<file path="src/rtl/fb_scaled_reader.sv">
// Display-side framebuffer reader: centred window address generation and 2-cycle colour return.
// Optional FB_BORDER_EN draws a 1-pixel 8'hFF ring just outside the image window.
module fb_scaled_reader #(
    parameter int H_ACTIVE = 640,
    parameter int V_ACTIVE = 480,
    parameter int IMG_W    = 160,
    parameter int IMG_H    = 120,
    parameter int FATOR    = 2,
    parameter int ADDR_W   = 19
) (
    input  logic              clk,
    input  logic              reset,
    input  logic [9:0]        next_x,
    input  logic [9:0]        next_y,
    input  logic [1:0]        seletor,
    input  logic              copy_done,
    input  logic [7:0]        ram_q,
    output logic [ADDR_W-1:0] rd_addr,
    output logic [7:0]        color_out,
    output logic              frame_active,
    output logic [3:0]        dbg_o
);

    // Handshake: none; next_x/next_y are consumed every clock, colour returns 2 clocks later.
    typedef enum logic [1:0] {
        IDLE       = 2'd0,
        WAIT_FRAME = 2'd1,
        SHOW       = 2'd2
    } state_t;

    localparam logic [9:0] W_BIG   = 10'(IMG_W * FATOR);
    localparam logic [9:0] H_BIG   = 10'(IMG_H * FATOR);
    localparam logic [9:0] W_SMALL = 10'(IMG_W / FATOR);
    localparam logic [9:0] H_SMALL = 10'(IMG_H / FATOR);
    localparam logic [9:0] W_NAT   = 10'(IMG_W);
    localparam logic [9:0] H_NAT   = 10'(IMG_H);
    localparam logic [9:0] XO_BIG   = 10'((H_ACTIVE - IMG_W * FATOR) / 2);
    localparam logic [9:0] YO_BIG   = 10'((V_ACTIVE - IMG_H * FATOR) / 2);
    localparam logic [9:0] XO_SMALL = 10'((H_ACTIVE - IMG_W / FATOR) / 2);
    localparam logic [9:0] YO_SMALL = 10'((V_ACTIVE - IMG_H / FATOR) / 2);
    localparam logic [9:0] XO_NAT   = 10'((H_ACTIVE - IMG_W) / 2);
    localparam logic [9:0] YO_NAT   = 10'((V_ACTIVE - IMG_H) / 2);

    function automatic logic [9:0] win_w(input logic [1:0] m);
        case (m)
            2'b00:   win_w = W_BIG;
            2'b01:   win_w = W_SMALL;
            default: win_w = W_NAT;
        endcase
    endfunction

    function automatic logic [9:0] win_h(input logic [1:0] m);
        case (m)
            2'b00:   win_h = H_BIG;
            2'b01:   win_h = H_SMALL;
            default: win_h = H_NAT;
        endcase
    endfunction

    function automatic logic [9:0] off_x(input logic [1:0] m);
        case (m)
            2'b00:   off_x = XO_BIG;
            2'b01:   off_x = XO_SMALL;
            default: off_x = XO_NAT;
        endcase
    endfunction

    function automatic logic [9:0] off_y(input logic [1:0] m);
        case (m)
            2'b00:   off_y = YO_BIG;
            2'b01:   off_y = YO_SMALL;
            default: off_y = YO_NAT;
        endcase
    endfunction

    state_t              state_q, state_d;
    logic [1:0]          mode_lat_q, mode_lat_d;
    logic [9:0]          x_off_q, y_off_q;
    logic [ADDR_W-1:0]   row_base_q, row_base_d;
    logic [ADDR_W-1:0]   rd_addr_q, rd_addr_d;
    logic                in_d1_q, in_d1_d;
    logic                in_d2_q, in_d2_d;
    logic [7:0]          color_q, color_d;

    logic [9:0]  w_amp, h_amp;
    logic [10:0] nx, ny, xo, yo, x_end, y_end;
    logic        in_img, is_first, is_last, fs, leave, show_ok;

    assign w_amp  = win_w(mode_lat_q);
    assign h_amp  = win_h(mode_lat_q);
    assign nx     = {1'b0, next_x};
    assign ny     = {1'b0, next_y};
    assign xo     = {1'b0, x_off_q};
    assign yo     = {1'b0, y_off_q};
    assign x_end  = xo + {1'b0, w_amp};
    assign y_end  = yo + {1'b0, h_amp};

    assign in_img   = (nx >= xo) && (nx < x_end) && (ny >= yo) && (ny < y_end);
    assign is_first = (nx == xo);
    assign is_last  = (nx == x_end - 11'd1);
    assign fs       = (next_x == 10'd0) && (next_y == 10'd0);

    // Any mode change or loss of copy_done drops the display in the same cycle.
    assign leave   = (state_q == SHOW) && ((seletor != mode_lat_q) || !copy_done);
    assign show_ok = (state_q == SHOW) && !leave;

`ifdef FB_BORDER_EN
    logic bd1_q, bd1_d;
    logic in_ext, on_ring, border;

    // Extended box compared as nx+1 >= xo so an offset of zero does not underflow.
    assign in_ext  = (nx + 11'd1 >= xo) && (nx <= x_end) && (ny + 11'd1 >= yo) && (ny <= y_end);
    assign on_ring = (nx + 11'd1 == xo) || (nx == x_end) || (ny + 11'd1 == yo) || (ny == y_end);
    assign border  = in_ext && on_ring;
`endif

    always_comb begin
        state_d    = state_q;
        mode_lat_d = mode_lat_q;
        row_base_d = row_base_q;
        rd_addr_d  = '0;
        in_d1_d    = 1'b0;
        in_d2_d    = in_d1_q;
        color_d    = 8'h00;
`ifdef FB_BORDER_EN
        bd1_d      = 1'b0;
`endif
        case (state_q)
            IDLE: begin
                row_base_d = '0;
                if (copy_done) state_d = WAIT_FRAME;
            end
            WAIT_FRAME: begin
                row_base_d = '0;
                if (!copy_done) begin
                    state_d = IDLE;
                end else if (fs) begin
                    mode_lat_d = seletor;
                    state_d    = SHOW;
                end
            end
            SHOW: begin
                if (leave) begin
                    state_d    = IDLE;
                    row_base_d = '0;
                    in_d2_d    = 1'b0;
                end else begin
                    in_d1_d = in_img;
`ifdef FB_BORDER_EN
                    bd1_d   = border && !in_img;
                    color_d = in_d1_q ? ram_q : (bd1_q ? 8'hFF : 8'h00);
`else
                    color_d = in_d1_q ? ram_q : 8'h00;
`endif
                    if (in_img) begin
                        rd_addr_d = is_first ? row_base_q : rd_addr_q + ADDR_W'(1);
                        if (is_last) row_base_d = row_base_q + ADDR_W'(w_amp);
                    end
                    if (fs) row_base_d = '0;
                end
            end
            default: begin
                state_d = IDLE;
            end
        endcase
    end

    always_ff @(posedge clk) begin
        if (reset) begin
            state_q    <= IDLE;
            mode_lat_q <= seletor;
            x_off_q    <= off_x(seletor);
            y_off_q    <= off_y(seletor);
            row_base_q <= '0;
            rd_addr_q  <= '0;
            in_d1_q    <= 1'b0;
            in_d2_q    <= 1'b0;
            color_q    <= 8'h00;
`ifdef FB_BORDER_EN
            bd1_q      <= 1'b0;
`endif
        end else begin
            state_q    <= state_d;
            mode_lat_q <= mode_lat_d;
            x_off_q    <= off_x(mode_lat_q);
            y_off_q    <= off_y(mode_lat_q);
            row_base_q <= row_base_d;
            rd_addr_q  <= rd_addr_d;
            in_d1_q    <= in_d1_d;
            in_d2_q    <= in_d2_d;
            color_q    <= color_d;
`ifdef FB_BORDER_EN
            bd1_q      <= bd1_d;
`endif
        end
    end

    assign rd_addr      = rd_addr_q;
    assign color_out    = color_q;
    assign frame_active = (state_q == SHOW);
    assign dbg_o        = {in_d2_q, in_d1_q, state_q};

endmodule

</file>
<file path="config.mk">
export PLATFORM = sky130hd
export DESIGN_NAME = fb_scaled_reader
export DESIGN_NICKNAME = d
export VERILOG_FILES = /design/src/rtl/fb_scaled_reader.sv
export SDC_FILE = /design/constraint.sdc
export NUM_CORES = 1
export LEC_CHECK = 0
export CAP_MARGIN = 40
export CORE_ASPECT_RATIO = 1.5
export CORE_MARGIN = 2
export CORE_UTILIZATION = 45
export CTS_BUF_LIST = sky130_fd_sc_hd__clkbuf_4 sky130_fd_sc_hd__clkbuf_8 sky130_fd_sc_hd__clkbuf_16
export CTS_CLUSTER_SIZE = 16
export DETAILED_ROUTE_END_ITERATION = 10
export GPL_ROUTABILITY_DRIVEN = 0
export PLACE_DENSITY = 0.73
export SLEW_MARGIN = 20
export SYNTH_ARGS = -nofsm -noshare
export SYNTH_HDL_FRONTEND = slang
export SYNTH_SLANG_ARGS = --single-unit
</file>
<file path="constraint.sdc">
create_clock -name clk -period 4.2 [get_ports clk]
set_input_delay 0.84 -clock clk [delete_from_list [all_inputs] [get_ports clk]]
set_output_delay 0.84 -clock clk [all_outputs]
set_load 0.05 [all_outputs]
</file>
==> results.cfg, run 1 <==
[cts]
cts_tree = built
cts_num_sinks = 54
cts_buffers = 5
post_cts_resized = 0
clk_latency_ns = 0.29
root_buffer = clkbuf_16
clock_path_buffers = 2
h-tree-depth = 2
cts_hold_buf = 0
path_clk_slew_ns = 0.07
cts_setup_buffers = 0

[setup_path]
critical_path.cell_chain = or2_2, inv_1, ha_1, nand2_1, o21ai_0, inv_1, ha_1, a2111o_1, a21oi_1, o221ai_1, a211o_1, or3_4, inv_1, and3_1
r2r_start = mode_lat_q[1]
reg2reg_to = rd_addr[3]
r2r_slack_ns = 0.31
arrival_ns = 4.13
start_kind = register
worstPathRequired_ns = 4.44
crit_type = reg -> reg
cp_slowest_stage_delay_ns = 0.54
r2r_cells = 14
crit_slowest_cell = or3_4
cpMostUsedCell = inv_1
worstPathMaxFanout = 17
cp-end-kind = register

[timing]
rsz0062_at_grt = no
slew_headroom = 0.510
timing.setup.tns_ns = 0
finalMaxSlewViolations = 0
timing.final.crit_share = 0.925
worst_pin_slew_ns = 0.733
finalHoldViolCount = 0
skew_ns = 0.00446
setup_viol = 0
fmax_mhz = 257
fin_crit_ns = 3.89

[power]
ir_worst_vdd_mv = 0.222
total_power_w = 0.00127
p_leak_nw = 1.80
power_density_nw_per_um2 = 281

[worst_hold_path]
hold_class = reg -> reg
holdPathEnd = row_base_q[18]
hold_depth = 2
worstHoldStart = row_base_q[18]

[place]
dpl.cell_count = 568
dpl.hpwl_um = 6810
io_buffers = 64

[detailed_routing]
drc = 0
firstDrtPassIters = 4
wl_per_cell_um = 14.6
ant_nets = 0
drt_iter0_drc = 142
num_vias = 3140
wl_um = 8450
vias_per_cell = 5.43

[outcome]
status = finished clean

[global_route]
antenna_found_initial = 0
grt_overflow = 0
busiest_layer = met2
gr-usage-met2 = 0.369
use_met1 = 0.210
grt_max_degree = 35
grt_pass1_wl_um = 13900
use_met3 = 0.0276
grt_pass1_vias = 3092
grtUsageTotal = 0.194

[floorplanning]
rows = 40
ios = 65
fp.dieW_um = 77.6
dieArea_um2 = 8870
coreArea_um2 = 7960
die_h_um = 114
initial_core_util = 0.459

[final_layout]
final_nets = 545
fin_cells = 578
diodes = 0
drive_gt1_frac = 0.0698
syn_to_final_growth_pct = 24.0
utilization = 0.570

[synth]
syn_area_per_cell_um2 = 8.96
ys_seq_area_frac = 0.301
syn_inst = 408
yosys_register_bits = 54
syn-num-nets = 481
yosys_warnings = 0
synth_ff_type = dfxtp_1
synth_edf_count = 2
synthDistinctLibCells = 61
netlist_area_um2 = 3650
synthArstFlopShare = 0

[flow_run]
maxCapViolations = 0
-- state kept, by name (all words and copies together) (netlist names) --
signal and flops:
color_out 8, in_d1_q 1, y_off_q 2, row_base_q 15, state_q 2, mode_lat_q 2
rd_addr 19, x_off_q 4, in_d2_q 1
-- worst max path at each step --
stage                        endpoint  depth (start not counted)     startpoint  slack (ns)
after CTS                  rd_addr[3]                         16  mode_lat_q[1]        0.26
after detailed placement   rd_addr[3]                         16  mode_lat_q[1]        0.29
after global placement     rd_addr[1]                         14  mode_lat_q[1]        0.39
final                      rd_addr[3]                         14  mode_lat_q[1]        0.31
after floorplan           rd_addr[14]                         18  mode_lat_q[1]        0.28
after global routing       rd_addr[3]                         16  mode_lat_q[1]        0.02
-- power by group --
group | internal (W) | switching (W) | leakage, nW
logic | 0.000133 | 0.000145 | 1.28
registers | 0.000522 | 0.00000794 | 0.440
clock network | 0.000282 | 0.000185 | 0.0842
-- metrics by stage --
stage / hold WS [ns] / cell area [um^2] / setup slack [ns]
finish: 0.483 / 4530 / 0.313
global route: 0.512 / 4530 / 0.0222
CTS: 0.491 / 4520 / 0.259
detailed placement: 0.481 / 4350 / 0.287
global placement: 0.456 / 4340 / 0.394
floorplan: 0.444 / 3650 / 0.276
-- cell families after synthesis --
group	count (synthesis)	share of synthesized area
simple gates	160	0.230
compound gates	65	0.138
flops	54	0.301
buf+inv	41	0.0603
fa+ha+maj	41	0.148
xor+xnor	32	0.0815
mux	15	0.0411
-- routing by layer --
metal,part of all wire,vias to the layer above
met5,0,-
met4,0.021,0
met3,0.029,17
met2,0.54,75
met1,0.41,1465
li1,-,1583
-- worst max-delay path: cells and delay by family (launching register included) --
kind,cells,cell delay [ns]
and+or+nand+nor,4,1.15
AOI/OAI and AO/OA,5,1.42
buffers and inverters,3,0.33
adders and majority gates,2,0.44
DFF,1,0.49
-- cell usage in the layout (no fill, tap or decap), types with 6 or more instances in the layout --
cell / netlist / final
buf_4: 3 / 8
xnor2_1: 12 / 12
and2_1: 9 / 9
a211oi_1: 6 / 6
inv_1: 26 / 26
mux2i_1: 15 / 15
a211oi_2: 9 / 9
o21ai_0: 8 / 8
nor3_1: 7 / 7
clkdlybuf4s50_1: 0 / 64
and3_1: 9 / 9
nand2_1: 34 / 34
xor2_1: 19 / 19
dfxtp_1: 52 / 52
nand3_1: 20 / 20
a21oi_1: 16 / 16
nand4_1: 7 / 7
nor2_1: 32 / 32
ha_1: 36 / 36
nor4_1: 9 / 9
or3_1: 8 / 8
-- cells in the mapped netlist (all sizes together) (9+ instances only) --
cell,instances,area share
dfxtp,52,0.28
ha,36,0.12
nand2,34,0.035
nor2,32,0.033
inv,26,0.027
nand3,20,0.027
xor2,19,0.046
a21oi,17,0.024
a211oi,16,0.049
mux2i,15,0.041
xnor2,12,0.029
and2,9,0.015
and3,9,0.015
nor4,9,0.015
o21ai,9,0.012
or3,9,0.017
-- layout make-up --
type / count / area [um^2]
Clock buffer: 5 / 125
Clock inverter: 3 / 43.8
Fill cell: 708 / 3420
Inverter: 26 / 97.6
Multi-Input combinational cell: 313 / 2330
Sequential cell: 54 / 1100
Tap cell: 105 / 131
Timing Repair Buffer: 72 / 701
(Power assumes the default switching activity.)
==> run 2, diff against run 1 <==
--- a/config.mk
+++ b/config.mk
@@ -13,6 +13,7 @@
 export CTS_CLUSTER_SIZE = 16
 export DETAILED_ROUTE_END_ITERATION = 10
 export GPL_ROUTABILITY_DRIVEN = 0
+export GPL_TIMING_DRIVEN = 0
 export PLACE_DENSITY = 0.73
 export SLEW_MARGIN = 20
 export SYNTH_ARGS = -nofsm -noshare
==> run 2 against run 1 <==
  * Hold slack improved by 0.0013 ns
  * First-iteration DRC count is 27% higher
  * Die area unchanged
  * Fmax down 1.4%
  * Sequential share of layout area fell by 0.50 points
  * Clock skew about the same
  * Final cell count increased by 1.9%
  * Worst setup slack worse by 0.054 ns
  * Non-clock buffer count grew 11
  * Clock power is 9.9% lower
  * Via count is 0.76% higher
  * Flip-flop and latch count did not move
==> results.cfg, run 2 (synthesis gave the netlist of run 1 again) <==
[cts]
clock_path_buffers = 2
root_buffer = clkbuf_16
cts_hold_buf = 0
clk_latency_ns = 0.30
cts_num_sinks = 54
cts_tree = built
h-tree-depth = 2
cts_buffers = 5
path_clk_slew_ns = 0.07

[floorplanning]
rows = 40
initial_core_util = 0.459
fp.dieW_um = 77.6
ios = 65
coreArea_um2 = 7960
die_h_um = 114
dieArea_um2 = 8870

[setup_path]
worstPathMaxFanout = 10
worstPathRequired_ns = 4.42
cp-end-kind = register
start_kind = register
cp_slowest_stage_delay_ns = 0.44
crit_type = reg -> reg
crit_slowest_cell = edfxtp_1
r2r_slack_ns = 0.26
critical_path.cell_chain = buf_4, or2_2, inv_1, ha_1, nand2_1, o21ai_0, inv_1, ha_1, a2111o_1, a21oi_1, o221ai_1, a211o_1, buf_6, or3_4, buf_6, buf_12, a211oi_2
arrival_ns = 4.16

[detailed_routing]
wl_per_cell_um = 14.5
ant_nets = 0
firstDrtPassIters = 4
num_vias = 3164
drt_iter0_drc = 180
wl_um = 8520
vias_per_cell = 5.37
drc = 0

[global_route]
grt_max_degree = 19
grt_overflow = 0
antenna_found_initial = 0
grtUsageTotal = 0.198
grt_pass1_vias = 3131
grt_pass1_wl_um = 14200

[final_layout]
multi_input_area_um2 = 2350
diodes = 0
syn_to_final_growth_pct = 26.6
largest_register_ff_count = 19
final_cell_mix = 64 x clkdlybuf4s50_1, 52 x dfxtp_1, 36 x ha_1
fin_cells = 589
layout_commonest_cell = clkdlybuf4s50_1
drive_gt1_frac = 0.0806
nFillCells = 717
utilization = 0.582
final-seq-area_um2 = 1100
final_nets = 556

[timing]
finalMaxSlewViolations = 0
finalHoldViolCount = 0
rsz0062_at_grt = no
setup_viol = 0
setup_ws_ns = 0.259
slew_headroom = 0.511
skew_ns = 0.00488
worst_pin_slew_ns = 0.729
whs_ns = 0.484
timing.final.crit_share = 0.938
fin_crit_ns = 3.94
fmax_mhz = 254

[worst_hold_path]
hold_class = reg -> reg

[power]
total_power_w = 0.00124
power_density_nw_per_um2 = 269
ir_worst_vdd_mv = 0.208
p_leak_nw = 1.83

[place]
dpl.cell_count = 578
place_ws_ns = -0.251
io_buffers = 64
dpl.hpwl_um = 6940

[outcome]
status = finished clean

[flow_run]
maxCapViolations = 0
==> run 2: path summary, 6_finish.rpt <==
kind	depth (start not counted)	start	endpoint
worst min-delay path	2	row_base_q[7]	row_base_q[7]
worst min register to register	2	row_base_q[7]	row_base_q[7]
worst max-delay path	17	mode_lat_q[1]	rd_addr[16]
worst max register to register	17	mode_lat_q[1]	rd_addr[16]
==> run 2: worst max-delay path, delay by kind of cell (launching register included) <==
family,cells,cell delay [ns]
fa+ha+maj,2,0.43
flops,1,0.44
buf+inv,6,0.82
simple gates,3,0.78
compound gates,6,1.38
==> run 2: repair_timing <==
item | 4_1_cts | 5_1_grt
buffers inserted | 1 | 2
gates resized for setup | 2 | 3
pin swaps | 0 | 1
setup endpoints to repair | 35 | 29
==> run 2: stage by stage <==
stage | area (um^2) | setup TNS [ns]
4_1_cts | 4600 | 0
6_report | 4630 | 0
5_1_grt | 4630 | 0
3_3_place_gp | 4430 | -4.45
3_5_place_dp | 4430 | -5.17
2_1_floorplan | 3650 | 0
==> run 2: cell type report <==
class | count | area share
Clock inverter | 3 | 0.00541
Sequential cell | 54 | 0.238
Inverter | 26 | 0.0216
Clock buffer | 5 | 0.0270
Timing Repair Buffer | 68 | 0.144
Tap cell | 105 | 0.0284
Buffer | 15 | 0.0265
Multi-Input combinational cell | 313 | 0.509
==> run 2: power by group <==
part	total (W)	internal [W]	switching [W]
Combinational	0.000293	0.000141	0.000152
Sequential	0.000529	0.000522	0.00000701
Clock	0.000421	0.000224	0.000197
==> run 2: layer usage <==
layer | wire, um | share of wire | global-route usage | up-vias
li1 | - | - | - | 1601
met2 | 4830 | 0.57 | 0.402 | 68
met3 | 246 | 0.029 | 0.0229 | 16
met1 | 3230 | 0.38 | 0.197 | 1479
met5 | 0 | 0 | 0 | -
met4 | 206 | 0.024 | 0.0857 | 0
